### config.mk
export PLATFORM = sky130hd
export DESIGN_NAME = mult_div_unit_flat
export DESIGN_NICKNAME = d
export VERILOG_FILES = /design/src/rtl/mult_div_unit_if.sv /design/src/rtl/mult_div_unit.sv /design/src/flat_wrapper.sv
export SDC_FILE = /design/constraint.sdc
export NUM_CORES = 1
export LEC_CHECK = 0
export BUFFER_PORTS_ARGS = -buffer_cell sky130_fd_sc_hd__buf_2
export CAP_MARGIN = 0
export CORE_MARGIN = 2
export CORE_UTILIZATION = 31
export DETAILED_ROUTE_END_ITERATION = 12
export MAX_ROUTING_LAYER = met4
export PLACE_DENSITY_LB_ADDON = 0.15
export SLEW_MARGIN = 20
export SYNTH_ARGS = -nofsm -noshare
export SYNTH_HDL_FRONTEND = slang
export SYNTH_SLANG_ARGS = --single-unit
### constraint.sdc
create_clock -name clk -period 7.7 [get_ports clk]
set_clock_uncertainty 0.15 [all_clocks]
set_input_delay 1.155 -clock clk [delete_from_list [all_inputs] [get_ports clk]]
set_output_delay 1.155 -clock clk [all_outputs]
set_load 0.05 [all_outputs]
### src/rtl/mult_div_unit_if.sv
// Operand/result bundle between the execute stage and the iterative multiply/divide unit.
// The pipeline drives the request side as master; the unit answers as slave.
interface mult_div_unit_if #(
    parameter int width = 32
);
    logic             start;
    logic [1:0]       MDControl;
    logic [width-1:0] SrcA;
    logic [width-1:0] SrcB;
    logic [width-1:0] HI;
    logic [width-1:0] LO;
    logic             busy;
    logic             done;
    logic             div_zero;

    modport master (
        output start, MDControl, SrcA, SrcB,
        input  HI, LO, busy, done, div_zero
    );

    modport slave (
        input  start, MDControl, SrcA, SrcB,
        output HI, LO, busy, done, div_zero
    );
endinterface

### src/rtl/mult_div_unit.sv
// Iterative radix-2 multiply/divide unit (MULTU, MULT, DIVU, DIV) with architectural HI/LO.
// Works on operand magnitudes for width cycles, then applies the sign fix in one extra cycle.
module mult_div_unit #(
    parameter int width = 32
) (
    input  logic           clk,
    input  logic           rst_n,
    mult_div_unit_if.slave bus
);
    localparam int CW = $clog2(width) + 1;
    localparam logic [CW-1:0] LAST_STEP = CW'(width - 1);

    typedef enum logic [1:0] {
        IDLE = 2'b00,
        CALC = 2'b01,
        FIX  = 2'b10
    } state_t;

    function automatic logic [width-1:0] neg_w(input logic [width-1:0] v);
        neg_w = ~v + {{(width-1){1'b0}}, 1'b1};
    endfunction

    function automatic logic [2*width-1:0] neg_2w(input logic [2*width-1:0] v);
        neg_2w = ~v + {{(2*width-1){1'b0}}, 1'b1};
    endfunction

    state_t             state_r, state_s;
    logic               is_div_r, is_div_s;
    logic               sign_q_r, sign_q_s;
    logic               sign_rem_r, sign_rem_s;
    logic [width-1:0]   op_r, op_s;
    logic [width-1:0]   a_raw_r, a_raw_s;
    logic [2*width-1:0] acc_r, acc_s;
    logic [CW-1:0]      cnt_r, cnt_s;
    logic [width-1:0]   hi_r, hi_s;
    logic [width-1:0]   lo_r, lo_s;
    logic               busy_r, busy_s;
    logic               done_r, done_s;
    logic               dz_r, dz_s;

    logic               sa_s, sb_s;
    logic [width-1:0]   a_mag_s, b_mag_s;
    logic [width:0]     mul_sum_s;
    logic [width:0]     div_shift_s;
    logic [width-1:0]   div_diff_s;
    logic               div_ge_s;

    assign sa_s    = bus.MDControl[0] & bus.SrcA[width-1];
    assign sb_s    = bus.MDControl[0] & bus.SrcB[width-1];
    assign a_mag_s = sa_s ? neg_w(bus.SrcA) : bus.SrcA;
    assign b_mag_s = sb_s ? neg_w(bus.SrcB) : bus.SrcB;

    // acc holds {partial product, remaining multiplier} or {partial remainder, dividend/quotient}
    assign mul_sum_s   = {1'b0, acc_r[2*width-1:width]} + (acc_r[0] ? {1'b0, op_r} : {(width+1){1'b0}});
    assign div_shift_s = {acc_r[2*width-1:width], acc_r[width-1]};
    assign div_ge_s    = div_shift_s >= {1'b0, op_r};
    assign div_diff_s  = div_shift_s[width-1:0] - op_r;

    // Next-state and datapath update for IDLE/CALC/FIX
    always_comb begin
        state_s    = state_r;
        is_div_s   = is_div_r;
        sign_q_s   = sign_q_r;
        sign_rem_s = sign_rem_r;
        op_s       = op_r;
        a_raw_s    = a_raw_r;
        acc_s      = acc_r;
        cnt_s      = cnt_r;
        hi_s       = hi_r;
        lo_s       = lo_r;
        busy_s     = busy_r;
        done_s     = 1'b0;
        dz_s       = dz_r;
        case (state_r)
            IDLE: begin
                if (bus.start) begin
                    state_s    = CALC;
                    busy_s     = 1'b1;
                    is_div_s   = bus.MDControl[1];
                    sign_q_s   = sa_s ^ sb_s;
                    sign_rem_s = sa_s;
                    a_raw_s    = bus.SrcA;
                    op_s       = bus.MDControl[1] ? b_mag_s : a_mag_s;
                    acc_s      = {{width{1'b0}}, (bus.MDControl[1] ? a_mag_s : b_mag_s)};
                    cnt_s      = {CW{1'b0}};
                    dz_s       = bus.MDControl[1] && (bus.SrcB == {width{1'b0}});
                end else begin
                    state_s = IDLE;
                end
            end
            CALC: begin
                if (is_div_r) begin
                    if (div_ge_s) begin
                        acc_s = {div_diff_s, acc_r[width-2:0], 1'b1};
                    end else begin
                        acc_s = {div_shift_s[width-1:0], acc_r[width-2:0], 1'b0};
                    end
                end else begin
                    acc_s = {mul_sum_s, acc_r[width-1:1]};
                end
                cnt_s = cnt_r + {{(CW-1){1'b0}}, 1'b1};
                if (cnt_r == LAST_STEP) begin
                    state_s = FIX;
                end else begin
                    state_s = CALC;
                end
            end
            FIX: begin
                if (!is_div_r) begin
                    {hi_s, lo_s} = sign_q_r ? neg_2w(acc_r) : acc_r;
                end else if (dz_r) begin
                    hi_s = a_raw_r;
                    lo_s = {width{1'b1}};
                end else begin
                    lo_s = sign_q_r   ? neg_w(acc_r[width-1:0])       : acc_r[width-1:0];
                    hi_s = sign_rem_r ? neg_w(acc_r[2*width-1:width]) : acc_r[2*width-1:width];
                end
                busy_s  = 1'b0;
                done_s  = 1'b1;
                state_s = IDLE;
            end
            default: begin
                state_s = IDLE;
                busy_s  = 1'b0;
            end
        endcase
    end

    // State and datapath registers with synchronous active-low reset
    always_ff @(posedge clk) begin
        if (!rst_n) begin
            state_r    <= IDLE;
            is_div_r   <= 1'b0;
            sign_q_r   <= 1'b0;
            sign_rem_r <= 1'b0;
            op_r       <= {width{1'b0}};
            a_raw_r    <= {width{1'b0}};
            acc_r      <= {(2*width){1'b0}};
            cnt_r      <= {CW{1'b0}};
            hi_r       <= {width{1'b0}};
            lo_r       <= {width{1'b0}};
            busy_r     <= 1'b0;
            done_r     <= 1'b0;
            dz_r       <= 1'b0;
        end else begin
            state_r    <= state_s;
            is_div_r   <= is_div_s;
            sign_q_r   <= sign_q_s;
            sign_rem_r <= sign_rem_s;
            op_r       <= op_s;
            a_raw_r    <= a_raw_s;
            acc_r      <= acc_s;
            cnt_r      <= cnt_s;
            hi_r       <= hi_s;
            lo_r       <= lo_s;
            busy_r     <= busy_s;
            done_r     <= done_s;
            dz_r       <= dz_s;
        end
    end

    assign bus.HI       = hi_r;
    assign bus.LO       = lo_r;
    assign bus.busy     = busy_r;
    assign bus.done     = done_r;
    assign bus.div_zero = dz_r;
endmodule

### src/flat_wrapper.sv
// flat-port wrapper written by rule: the top's interface ports become plain ports
module mult_div_unit_flat 
#(
    parameter int width = 32
)
  (clk, rst_n, bus_start, bus_MDControl, bus_SrcA, bus_SrcB, bus_HI, bus_LO, bus_busy, bus_done, bus_div_zero);
  mult_div_unit_if #(.width(width)) bus_i ();
  input  logic clk;
  input  logic rst_n;
  input wire logic [$bits(bus_i.start)-1:0] bus_start;
  input wire logic [$bits(bus_i.MDControl)-1:0] bus_MDControl;
  input wire logic [$bits(bus_i.SrcA)-1:0] bus_SrcA;
  input wire logic [$bits(bus_i.SrcB)-1:0] bus_SrcB;
  output wire logic [$bits(bus_i.HI)-1:0] bus_HI;
  output wire logic [$bits(bus_i.LO)-1:0] bus_LO;
  output wire logic [$bits(bus_i.busy)-1:0] bus_busy;
  output wire logic [$bits(bus_i.done)-1:0] bus_done;
  output wire logic [$bits(bus_i.div_zero)-1:0] bus_div_zero;
  assign bus_i.start = bus_start;
  assign bus_i.MDControl = bus_MDControl;
  assign bus_i.SrcA = bus_SrcA;
  assign bus_i.SrcB = bus_SrcB;
  assign bus_HI = bus_i.HI;
  assign bus_LO = bus_i.LO;
  assign bus_busy = bus_i.busy;
  assign bus_done = bus_i.done;
  assign bus_div_zero = bus_i.div_zero;
  mult_div_unit #(.width(width)) u_core (.clk(clk), .rst_n(rst_n), .bus(bus_i));
endmodule
==> summary.txt <==
Status
  • Status: finished, final reports clean

Synthesis
  • Synth Net Count: 2389
  • EDFF count, synth: 0
  • Synthesized area per cell: 7.264 µm²
  • Netlist cell types: 83
  • Post-Syn Instances: roughly 2200
  • Synth warn: 0
  • Register area share after synthesis: around 25%
  • Async set or reset register ratio after synthesis: 0%
  • Flop and latch count out of synthesis: 206
  • Post-synth top area share: between 20% and 30%
  • Top_reg_cell synth: dfxtp_1
  • Area leader, netlist: dfxtp_1
  • Top cells by area in the synthesized netlist: dfxtp_1 (25%), nand2_1 (7.3%), a21oi_1 (7.3%)
  • Mapped cell area: 16340 µm²

Final layout
  • Most frequent cells in the layout: nand2_1 (318), a21oi_1 (237), dfxtp_1 (204)
  • Fill cells: approximately 5600
  • Most common cell after layout, fill and taps aside: nand2_1
  • Multi-input gate area: about 11000 µm²
  • Sequential cell area: 4129 µm²
  • Area growth syn-to-layout: 12.39%
  • Share of the core filled with cells: 35.08%
  • Layout cells sized above 1: ~11%
  • # nets final: approximately 2400

Clock network
  • Cts hold-fix bufs: 0
  • H-tree depth: 1
  • Worst-path clk slew: approximately 60 ps
  • CTS max path bufs: 3
  • CTS sink cnt: roughly 210
  • Post-cts gate resize count: 0
  • TritonCTS Buffers: 27
  • CTS tree: built
  • Root Buffer: clkbuf_16
  • Post-CTS Setup Repair Bufs: 0
  • Worst-Skew Late Latency: about 580 ps

Setup path
  • CP max-delay cell: a2111oi_0
  • CP arrival: a little under 5000 ps
  • Crit-path max FO: 30
  • Crit-path most repeated cell: buf_4
  • CP required: around 8000 ps
  • WS Path Type: reg -> reg
  • CP Buf/Inv Count: 3
  • Slowest stage delay, CP: 880 ps
  • Startpoint types: flip-flop
  • CP endpoint kind: flip-flop
  • Cell family with most CP delay: compound AO/OA/AOI/OAI gates
  • Cell chain of the critical path: inv_1 > buf_4 > nor2_1 > ha_1 > nand2_1 > o311a_1 > a2111oi_0 > buf_4 > nor3_1 > o41ai_2 > o31ai_1 > o21ai_1 > xor2_1 > a221o_1

Power and ir drop
  • PwrDens: roughly 190 nW/µm²
  • Pleak: around 7.4 nW
  • Worst VDD drop: between 0.1 and 0.15 mV
  • Final Power: about 3.4 mW

STA
  • Endpoints failing setup: 0
  • Slew Viols, Final: 0
  • Setup TNS: 0 ps
  • Worst Tran Pin Value: ~1100 ps
  • Final setup margin: 3156 ps
  • Final period util: 59.01%
  • Final min period: around 4500 ps
  • RSZ-0062 raised after global routing: no
  • WHS: slightly above 300 ps
  • Fmax: about 220 MHz
  • Max_slew headroom: 26.08%
  • Endpoints failing hold: 0

GRT
  • GRT overflow: 0
  • Initial antenna violation count: 3
  • First-pass GRT wire length: between 100 and 150 mm
  • Tot GR Track Use: between 20% and 30%
  • Largest net degree at the start of global routing: a little under 90
  • Vias in the first global route: about 16000

Detailed routing
  • M1 WL: ~32 mm
  • DRC viols: 0
  • Met3 wire len: 3.606 mm
  • Drt initial violations: roughly 1200
  • DR vias: about 17000
  • TritonRoute pass-1 iters: 6
  • Avg WL per Cell: 22.99 µm
  • Detail Route Antenna Nets: 0
  • DR top layer: met4
  • Vias per Instance: ~5.7
  • Post-Route WL: roughly 68 mm
  • Wire length on met2: 31.25 mm

Floorplanning
  • Rows: 84
  • Die Footprint: between 50000 and 60000 µm²
  • Ports: between 100 and 150
  • Die Y: about 230 µm
  • CORE AREA: approximately 52000 µm²
  • Horiz. Die Dim: 233.6 µm
  • Initial Utilization: a little under a third

Hold path
  • Worst Hold Class: reg -> reg

Placement
  • Placed wire-length estimate: approximately 50 mm
  • Final Wtd Congestion: a little over 0.9
  • Worst slack at placement: 3268 ps
  • Port Buffer Count: 135

Run
  • Max-Cap Viols: 0
==> logic make-up after synthesis <==
family | Yosys count | share of synthesized area, %
compound gates | 726 | 28.03
flops | 206 | 25.25
fa+ha+maj | 71 | 5.530
buf+inv | 253 | 6.028
simple gates | 738 | 21.07
mux | 54 | 3.324
xor+xnor | 201 | 10.78
==> metrics by stage <==
step | instance area (µm²) | instances
after floorplan | 16340 | 2249
after global placement | 17430 | 2926
after detailed placement | 17430 | 2926
after CTS | 18350 | 2972
after global routing | 18360 | 2975
final | 18360 | 2975
==> final cells by class <==
type / instances / area share (%)
diodes: 3 / 0.04089
clock inverters: 15 / 1.145
inverters: 79 / 1.615
well taps: 688 / 4.689
flip-flops and latches: 206 / 22.49
clock buffers: 31 / 3.871
repair buffers: 163 / 4.825
multi-input cells: 1790 / 61.33
==> worst paths after layout <==
kind	startpoint	end	slack (ps)	cells past startpoint
max	u_core.acc_r[0]	u_core.acc_r[62]	3160	14
min	u_core.op_r[12]	u_core.op_r[12]	300	2
max reg2reg	u_core.acc_r[0]	u_core.acc_r[62]	3160	14
min reg2reg	u_core.op_r[12]	u_core.op_r[12]	300	2
==> synthesized netlist by cell type (all sizes together) (24+ instances only) <==
cell	instances
a21oi	238
clkbuf	150
o211ai	65
inv	77
o31ai	38
mux2i	52
a21o	27
a211oi	36
and3	26
nor2	160
nand3	57
xor2	91
nor3	44
xnor2	110
nand2	318
buf	24
dfxtp	206
o21ai	183
ha	69
==> flip-flops by register name (all words and copies together) (netlist names) <==
name	count
u_core.cnt_r	6
u_core.sign_q_r	1
u_core.bus.done	1
u_core.bus.busy	1
u_core.bus.div_zero	1
u_core.op_r	32
u_core.sign_rem_r	1
u_core.bus.LO	32
u_core.state_r	2
u_core.bus.HI	32
u_core.is_div_r	1
u_core.acc_r	64
u_core.a_raw_r	32
==> worst register-to-register path, stage by stage (launching register included) <==
cell	delay, ps
dfxtp_1	370
inv_1	120
buf_4	340
nor2_1	110
ha_1	380
nand2_1	70
o311a_1	430
a2111oi_0	880
buf_4	250
nor3_1	90
o41ai_2	500
o31ai_1	180
o21ai_1	180
xor2_1	80
a221o_1	310
==> report_power, final <==
group / internal [mW] / switching (mW) / total (mW) / leakage (nW)
registers: 1.11 / 0.0788 / 1.19 / 1.68
logic: 0.310 / 0.594 / 0.903 / 5.27
clock network: 0.797 / 0.551 / 1.35 / 0.437
==> metal layers <==
layer | track usage, % | vias to the layer above
met5 | - | -
met4 | 5.439 | 0
met3 | 3.247 | 73
met2 | 39.72 | 498
met1 | 34.75 | 8141
li1 | - | 8099
Power figures use the tool's default switching activity.
